===== config.mk =====
export PLATFORM = sky130hd
export DESIGN_NAME = uart_led_cmd
export DESIGN_NICKNAME = d
export VERILOG_FILES = /design/src/rtl/uart_led_cmd_pkg.sv /design/src/rtl/uart_led_cmd_timeout.sv /design/src/rtl/uart_led_cmd.sv
export SDC_FILE = /design/constraint.sdc
export NUM_CORES = 1
export LEC_CHECK = 0
export ABC_AREA = 1
export BUFFER_PORTS_ARGS = -buffer_cell sky130_fd_sc_hd__buf_2
export CELL_PAD_IN_SITES_DETAIL_PLACEMENT = 0
export CELL_PAD_IN_SITES_GLOBAL_PLACEMENT = 1
export CORE_MARGIN = 2
export CORE_UTILIZATION = 43
export CTS_CLUSTER_SIZE = 16
export DETAILED_ROUTE_END_ITERATION = 16
export HOLD_SLACK_MARGIN = 0.02
export PLACE_DENSITY_LB_ADDON = 0.1
export SYNTH_ARGS = -nofsm -noshare
export SYNTH_HDL_FRONTEND = slang
export SYNTH_SLANG_ARGS = --single-unit

===== constraint.sdc =====
create_clock -name clk -period 2.1 [get_ports clk]
set_input_delay 0.315 -clock clk [delete_from_list [all_inputs] [get_ports clk]]
set_output_delay 0.315 -clock clk [all_outputs]
set_load 0.1 [all_outputs]

===== src/rtl/uart_led_cmd_pkg.sv =====
// Shared command/reply codes, FSM states and timeout helper
// for the uart LED command endpoint.
package uart_led_cmd_pkg;

  localparam logic [7:0] CMD_SET     = 8'h53;
  localparam logic [7:0] CMD_TOGGLE  = 8'h54;
  localparam logic [7:0] CMD_GET     = 8'h47;

  localparam logic [7:0] RSP_OK      = 8'h4B;
  localparam logic [7:0] RSP_ERR     = 8'h3F;
  localparam logic [7:0] RSP_TIMEOUT = 8'h21;

  typedef enum logic [1:0] {
    ST_IDLE,
    ST_WAIT_ARG,
    ST_REPLY_REQ,
    ST_REPLY_WAIT
  } state_t;

  function automatic int unsigned timeout_cycles(
    input int unsigned clk_hz,
    input int unsigned ms
  );
    return clk_hz / 1000 * ms;
  endfunction

endpackage


===== src/rtl/uart_led_cmd_timeout.sv =====
// cmd_timeout: down-counter reloaded while clear=1, expired when it hits 0.
// Ports: clk, rst_n (async low), clear, expired.
module cmd_timeout #(
  parameter int unsigned CYCLES = 100
) (
  input  logic clk,
  input  logic rst_n,
  input  logic clear,
  output logic expired
);

  localparam int W = $clog2(CYCLES + 1);
  localparam logic [W-1:0] LOAD = W'(CYCLES - 1);

  logic [W-1:0] r_cnt;

  always_ff @(posedge clk or negedge rst_n) begin
    if (!rst_n) begin
      r_cnt <= LOAD;
    end else if (clear) begin
      r_cnt <= LOAD;
    end else if (r_cnt != '0) begin
      r_cnt <= r_cnt - 1'b1;
    end
  end

  assign expired = (r_cnt == '0) && !clear;

endmodule


===== src/rtl/uart_led_cmd.sv =====
// uart_led_cmd: decodes S/T/G byte commands, drives LEDs, replies 1 byte.
// Ports: clk, rst_n, rx_data/rx_valid in, tx_start/tx_data out, tx_busy in, led out.
import uart_led_cmd_pkg::*;

module uart_led_cmd #(
  parameter int unsigned INPUT_CLOCK    = 27000000,
  parameter int unsigned LED_WIDTH      = 6,
  parameter int unsigned LED_ACTIVE_LOW = 1,
  parameter int unsigned TIMEOUT_MS     = 10
) (
  input  logic                 clk,
  input  logic                 rst_n,
  input  logic [7:0]           rx_data,
  input  logic                 rx_valid,
  output logic                 tx_start,
  output logic [7:0]           tx_data,
  input  logic                 tx_busy,
  output logic [LED_WIDTH-1:0] led
);

  localparam int unsigned TIMEOUT_CYCLES =
    timeout_cycles(INPUT_CLOCK, TIMEOUT_MS);
  localparam logic [LED_WIDTH-1:0] LED_OFF =
    (LED_ACTIVE_LOW != 0) ? '1 : '0;

  state_t                r_state;
  state_t                w_state_nxt;
  logic                  r_toggle;
  logic                  w_toggle_nxt;
  logic [LED_WIDTH-1:0]  r_led_state;
  logic [LED_WIDTH-1:0]  w_led_nxt;
  logic [LED_WIDTH-1:0]  r_led;
  logic [7:0]            r_tx_data;
  logic [7:0]            w_tx_data_nxt;
  logic                  r_tx_start;
  logic                  w_tx_start_nxt;
  logic                  w_expired;
  logic                  w_tmo_clear;
  logic [LED_WIDTH-1:0]  w_arg;
  logic [7:0]            w_get_rsp;
  logic                  w_is_set;
  logic                  w_is_tog;
  logic                  w_is_get;

  assign w_tmo_clear = (r_state != ST_WAIT_ARG);
  assign w_arg       = rx_data[LED_WIDTH-1:0];
  assign w_is_set    = (rx_data == CMD_SET);
  assign w_is_tog    = (rx_data == CMD_TOGGLE);
  assign w_is_get    = (rx_data == CMD_GET);

  always_comb begin
    w_get_rsp = '0;
    w_get_rsp[LED_WIDTH-1:0] = r_led_state;
  end

  cmd_timeout #(
    .CYCLES (TIMEOUT_CYCLES)
  ) u_tmo (
    .clk     (clk),
    .rst_n   (rst_n),
    .clear   (w_tmo_clear),
    .expired (w_expired)
  );

  always_comb begin
    w_state_nxt    = r_state;
    w_toggle_nxt   = r_toggle;
    w_led_nxt      = r_led_state;
    w_tx_data_nxt  = r_tx_data;
    w_tx_start_nxt = r_tx_start;
    unique case (r_state)
      ST_IDLE: begin
        if (rx_valid) begin
          unique case (1'b1)
            w_is_set || w_is_tog: begin
              w_state_nxt  = ST_WAIT_ARG;
              w_toggle_nxt = w_is_tog;
            end
            w_is_get: begin
              w_state_nxt    = ST_REPLY_REQ;
              w_tx_data_nxt  = w_get_rsp;
              w_tx_start_nxt = !tx_busy;
            end
            default: begin
              w_state_nxt    = ST_REPLY_REQ;
              w_tx_data_nxt  = RSP_ERR;
              w_tx_start_nxt = !tx_busy;
            end
          endcase
        end
      end
      ST_WAIT_ARG: begin
        // A byte on the expiry cycle still counts as the argument.
        if (rx_valid) begin
          w_led_nxt      = r_toggle ? (r_led_state ^ w_arg) : w_arg;
          w_state_nxt    = ST_REPLY_REQ;
          w_tx_data_nxt  = RSP_OK;
          w_tx_start_nxt = !tx_busy;
        end else if (w_expired) begin
          w_state_nxt    = ST_REPLY_REQ;
          w_tx_data_nxt  = RSP_TIMEOUT;
          w_tx_start_nxt = !tx_busy;
        end
      end
      ST_REPLY_REQ: begin
        // Busy before our request is a foreign transfer: wait it out.
        if (r_tx_start) begin
          if (tx_busy) begin
            w_tx_start_nxt = 1'b0;
            w_state_nxt    = ST_REPLY_WAIT;
          end
        end else if (!tx_busy) begin
          w_tx_start_nxt = 1'b1;
        end
      end
      ST_REPLY_WAIT: begin
        if (!tx_busy) begin
          w_state_nxt = ST_IDLE;
        end
      end
      default: begin
        w_state_nxt = ST_IDLE;
      end
    endcase
  end

  always_ff @(posedge clk or negedge rst_n) begin
    if (!rst_n) begin
      r_state     <= ST_IDLE;
      r_toggle    <= 1'b0;
      r_led_state <= '0;
      r_led       <= LED_OFF;
      r_tx_data   <= 8'h00;
      r_tx_start  <= 1'b0;
    end else begin
      r_state     <= w_state_nxt;
      r_toggle    <= w_toggle_nxt;
      r_led_state <= w_led_nxt;
      r_led       <= (LED_ACTIVE_LOW != 0) ? ~w_led_nxt : w_led_nxt;
      r_tx_data   <= w_tx_data_nxt;
      r_tx_start  <= w_tx_start_nxt;
    end
  end

  assign led      = r_led;
  assign tx_data  = r_tx_data;
  assign tx_start = r_tx_start;

endmodule


==> flow_metrics.tcl <==
set metrics [dict create \
    finalHoldViolations 0 \
    track_usage 0.176 \
    vias_per_cell 4.60 \
    drtIter0Drc 104 \
    cp.arrival_ns 2.07 \
    fin_crit_sh 0.882 \
    rsz0062_at_grt "false" \
    wl_um 4840 \
    dpl.hpwl_um 3670 \
    root_buffer "clkbuf_8" \
    detail-route-antenna-nets 0 \
    status "finished clean" \
    antenna_found_initial 0 \
    cp_slowest_cell "dfstp_2" \
    gp_congestion 0.845 \
    post_cts_buffers 0 \
    drt_pass1_iterations 4 \
    crit_path_end_kind "flip-flop" \
    grt_first_pass_wirelength_um 8490 \
    p_per_area_nw_per_um2 1370 \
    grt.overflow.total 0 \
    drv_cap 0 \
    rr_endpoint "tx_data[2]" \
    wl_met1_um 2730 \
    dieArea_um2 6090 \
    synth_warnings 0 \
    drc 0 \
    cp-start-kind "flip-flop" \
    rows 26 \
    io-pin-count 27 \
    vdd_drop_max_mv 1.13 \
    grt_max_degree 43 \
    maxSlewViolCount 0 \
    worst_path_largest_cell_delay_ns 0.57 \
    worstSkewPairLatency_ns 0.29 \
    coreArea_um2 5200 \
    routed.top_layer "met4" \
    hp-class "input pin to asynchronous set/reset pin" \
    r2r_slack_ns 0.25 \
    avgRoutedWirePerCell_um 12.0 \
    die_width_um 78.0 \
    diodes 0 \
    fin_cells 402 \
    syn-cell-area_um2 2360 \
    vias 1849 \
    die_y_um 78.0 \
    crit_chain "inv_1 > ha_1 > nand2_2 > nor2_4 > nand3_2 > nand3_2 > nand3_1 > nand2_1 > nand2_1" \
    power.leakage_uw 0.00136 \
    cts_buffers 5 \
    start_util 0.453 \
    slew_headroom 0.634 \
    netlist_instances 301 \
    skew_ns 0.0134 \
    cts_tree "done" \
    clk_pin_slew_ns 0.09 \
    worstReg2RegStart "u_tmo.r_cnt[0]" \
    wl_met2_um 1930 \
    critPathMaxFanout 11 \
    min_period_ns 1.85 \
    synth_nets 318 \
    syn_area_per_cell_um2 7.83 \
    cts-hold-fix-buffers 0 \
    ys_ff_latch 42 \
    areaGrowthSynthToFinish_pct 11.6 \
    setup_viol 0 \
    nets 348 \
    dp.cells 394 \
    num-fill-cells 545 \
    ctsResizeCount 0 \
    wl_met3_um 160 \
    worstMarginPinSlew_ns 0.549 \
    finalSetupTns_ns 0 \
    crit_type "flip-flop to flip-flop" \
    clock-sinks 42 \
    clock_path_buffers 2 \
    seq_area_frac_synth 0.455 \
    cts_max_level 2 \
    portBuffers 25 \
    fmax_mhz 540 \
    yosysUniqueCellTypes 33 \
    grt_pass1_vias 1763 \
    drive_above_1_share 0.217 \
    r2r_cells 9 \
    required_ns 2.32 \
]
==> flip-flops by register name (all words and copies together), names as in the netlist <==
| register | cells |
|---|---|
| led | 6 |
| r_led_state | 6 |
| r_state | 2 |
| r_toggle | 1 |
| tx_data | 7 |
| tx_start | 1 |
| u_tmo.r_cnt | 19 |
==> synthesized netlist by cell type, drive strengths merged <==
library cell  instances  share of area
a21oi                 4          0.010
or2                   3         0.0080
dfrtp                25           0.27
nand4                13          0.035
nor3                  6          0.013
o211ai                1         0.0032
a211oi                1         0.0032
conb                  1         0.0016
o31ai                 1         0.0053
inv                  44          0.071
o21bai                1         0.0032
o21ai                 6          0.013
ha                    5          0.027
dfstp                17           0.19
nor4                  1         0.0027
buf                   5          0.021
nor2                 53          0.098
nand3b                2         0.0064
a22oi                 1         0.0053
xor2                 11          0.041
nand2                78           0.13
nand3                21          0.049
clkbuf                1         0.0016
==> kinds of logic after synthesis <==
kind of cell	after synthesis	synth area share
buffers and inverters	50	0.0935
other	1	0.00159
DFF	42	0.455
xor gates and xnor gates	11	0.0409
AOI/OAI and AO/OA	15	0.0430
adders and majority gates	5	0.0266
and+or+nand+nor	177	0.339
==> worst max-delay path by stage <==
stage / start / endpoint
after floorplan: tx_start / r_state[0]
after global placement: u_tmo.r_cnt[0] / tx_data[3]
after detailed placement: u_tmo.r_cnt[0] / tx_data[2]
after CTS: u_tmo.r_cnt[0] / tx_data[2]
after global routing: u_tmo.r_cnt[0] / tx_data[6]
final: u_tmo.r_cnt[0] / tx_data[2]
==> worst max-delay path, delay by kind of cell (launching register included) <==
kind                       cells  cell delay, ns
adders and majority gates      1            0.25
and+or+nand+nor                7            0.87
DFF                            1            0.57
buffers and inverters          1            0.08
==> layer usage <==
metal,up-vias,track usage
met5,-,0
met4,0,0.0316
met3,2,0.0345
met2,31,0.244
met1,817,0.285
li1,999,-
==> through the flow <==
stage                     hold WS (ns)  cell area [um2]  setup WS (ns)  total power [uW]   util
final                           0.0830             2630          0.249              3610  0.505
after global routing             0.136             2630         0.0631              3860  0.505
after CTS                       0.0949             2630          0.233              3650  0.505
after detailed placement         0.413             2550          0.270              3130  0.489
after global placement           0.423             2550          0.327              3130  0.489
after floorplan                 0.0194             2360          0.383              2830      -
==> placed cells by master, fill, tap and decap left out, types with 6 or more instances in the layout <==
cell | synthesis | layout
buf_2 | 0 | 25
nand4_1 | 13 | 13
nand2_1 | 74 | 74
dfstp_2 | 17 | 17
dfrtp_1 | 25 | 25
inv_1 | 42 | 42
nand3_1 | 19 | 19
nor2_1 | 48 | 48
nor3_1 | 6 | 6
xor2_1 | 11 | 11
==> cell type report <==
type | count | area, um2 | area share
Clock buffer | 6 | 72.6 | 0.0276
Clock inverter | 2 | 10.0 | 0.00381
Inverter | 44 | 168 | 0.0638
Multi-Input combinational cell | 209 | 1060 | 0.405
Sequential cell | 42 | 1070 | 0.408
Tap cell | 70 | 87.6 | 0.0333
Timing Repair Buffer | 29 | 155 | 0.0590
==> power breakdown <==
group          internal (uW)  total (uW)  switching, uW
logic                    360        1910           1550
registers               1080        1200            116
clock network            231         503            272
Note: power is estimated with default switching activity, not from simulation.
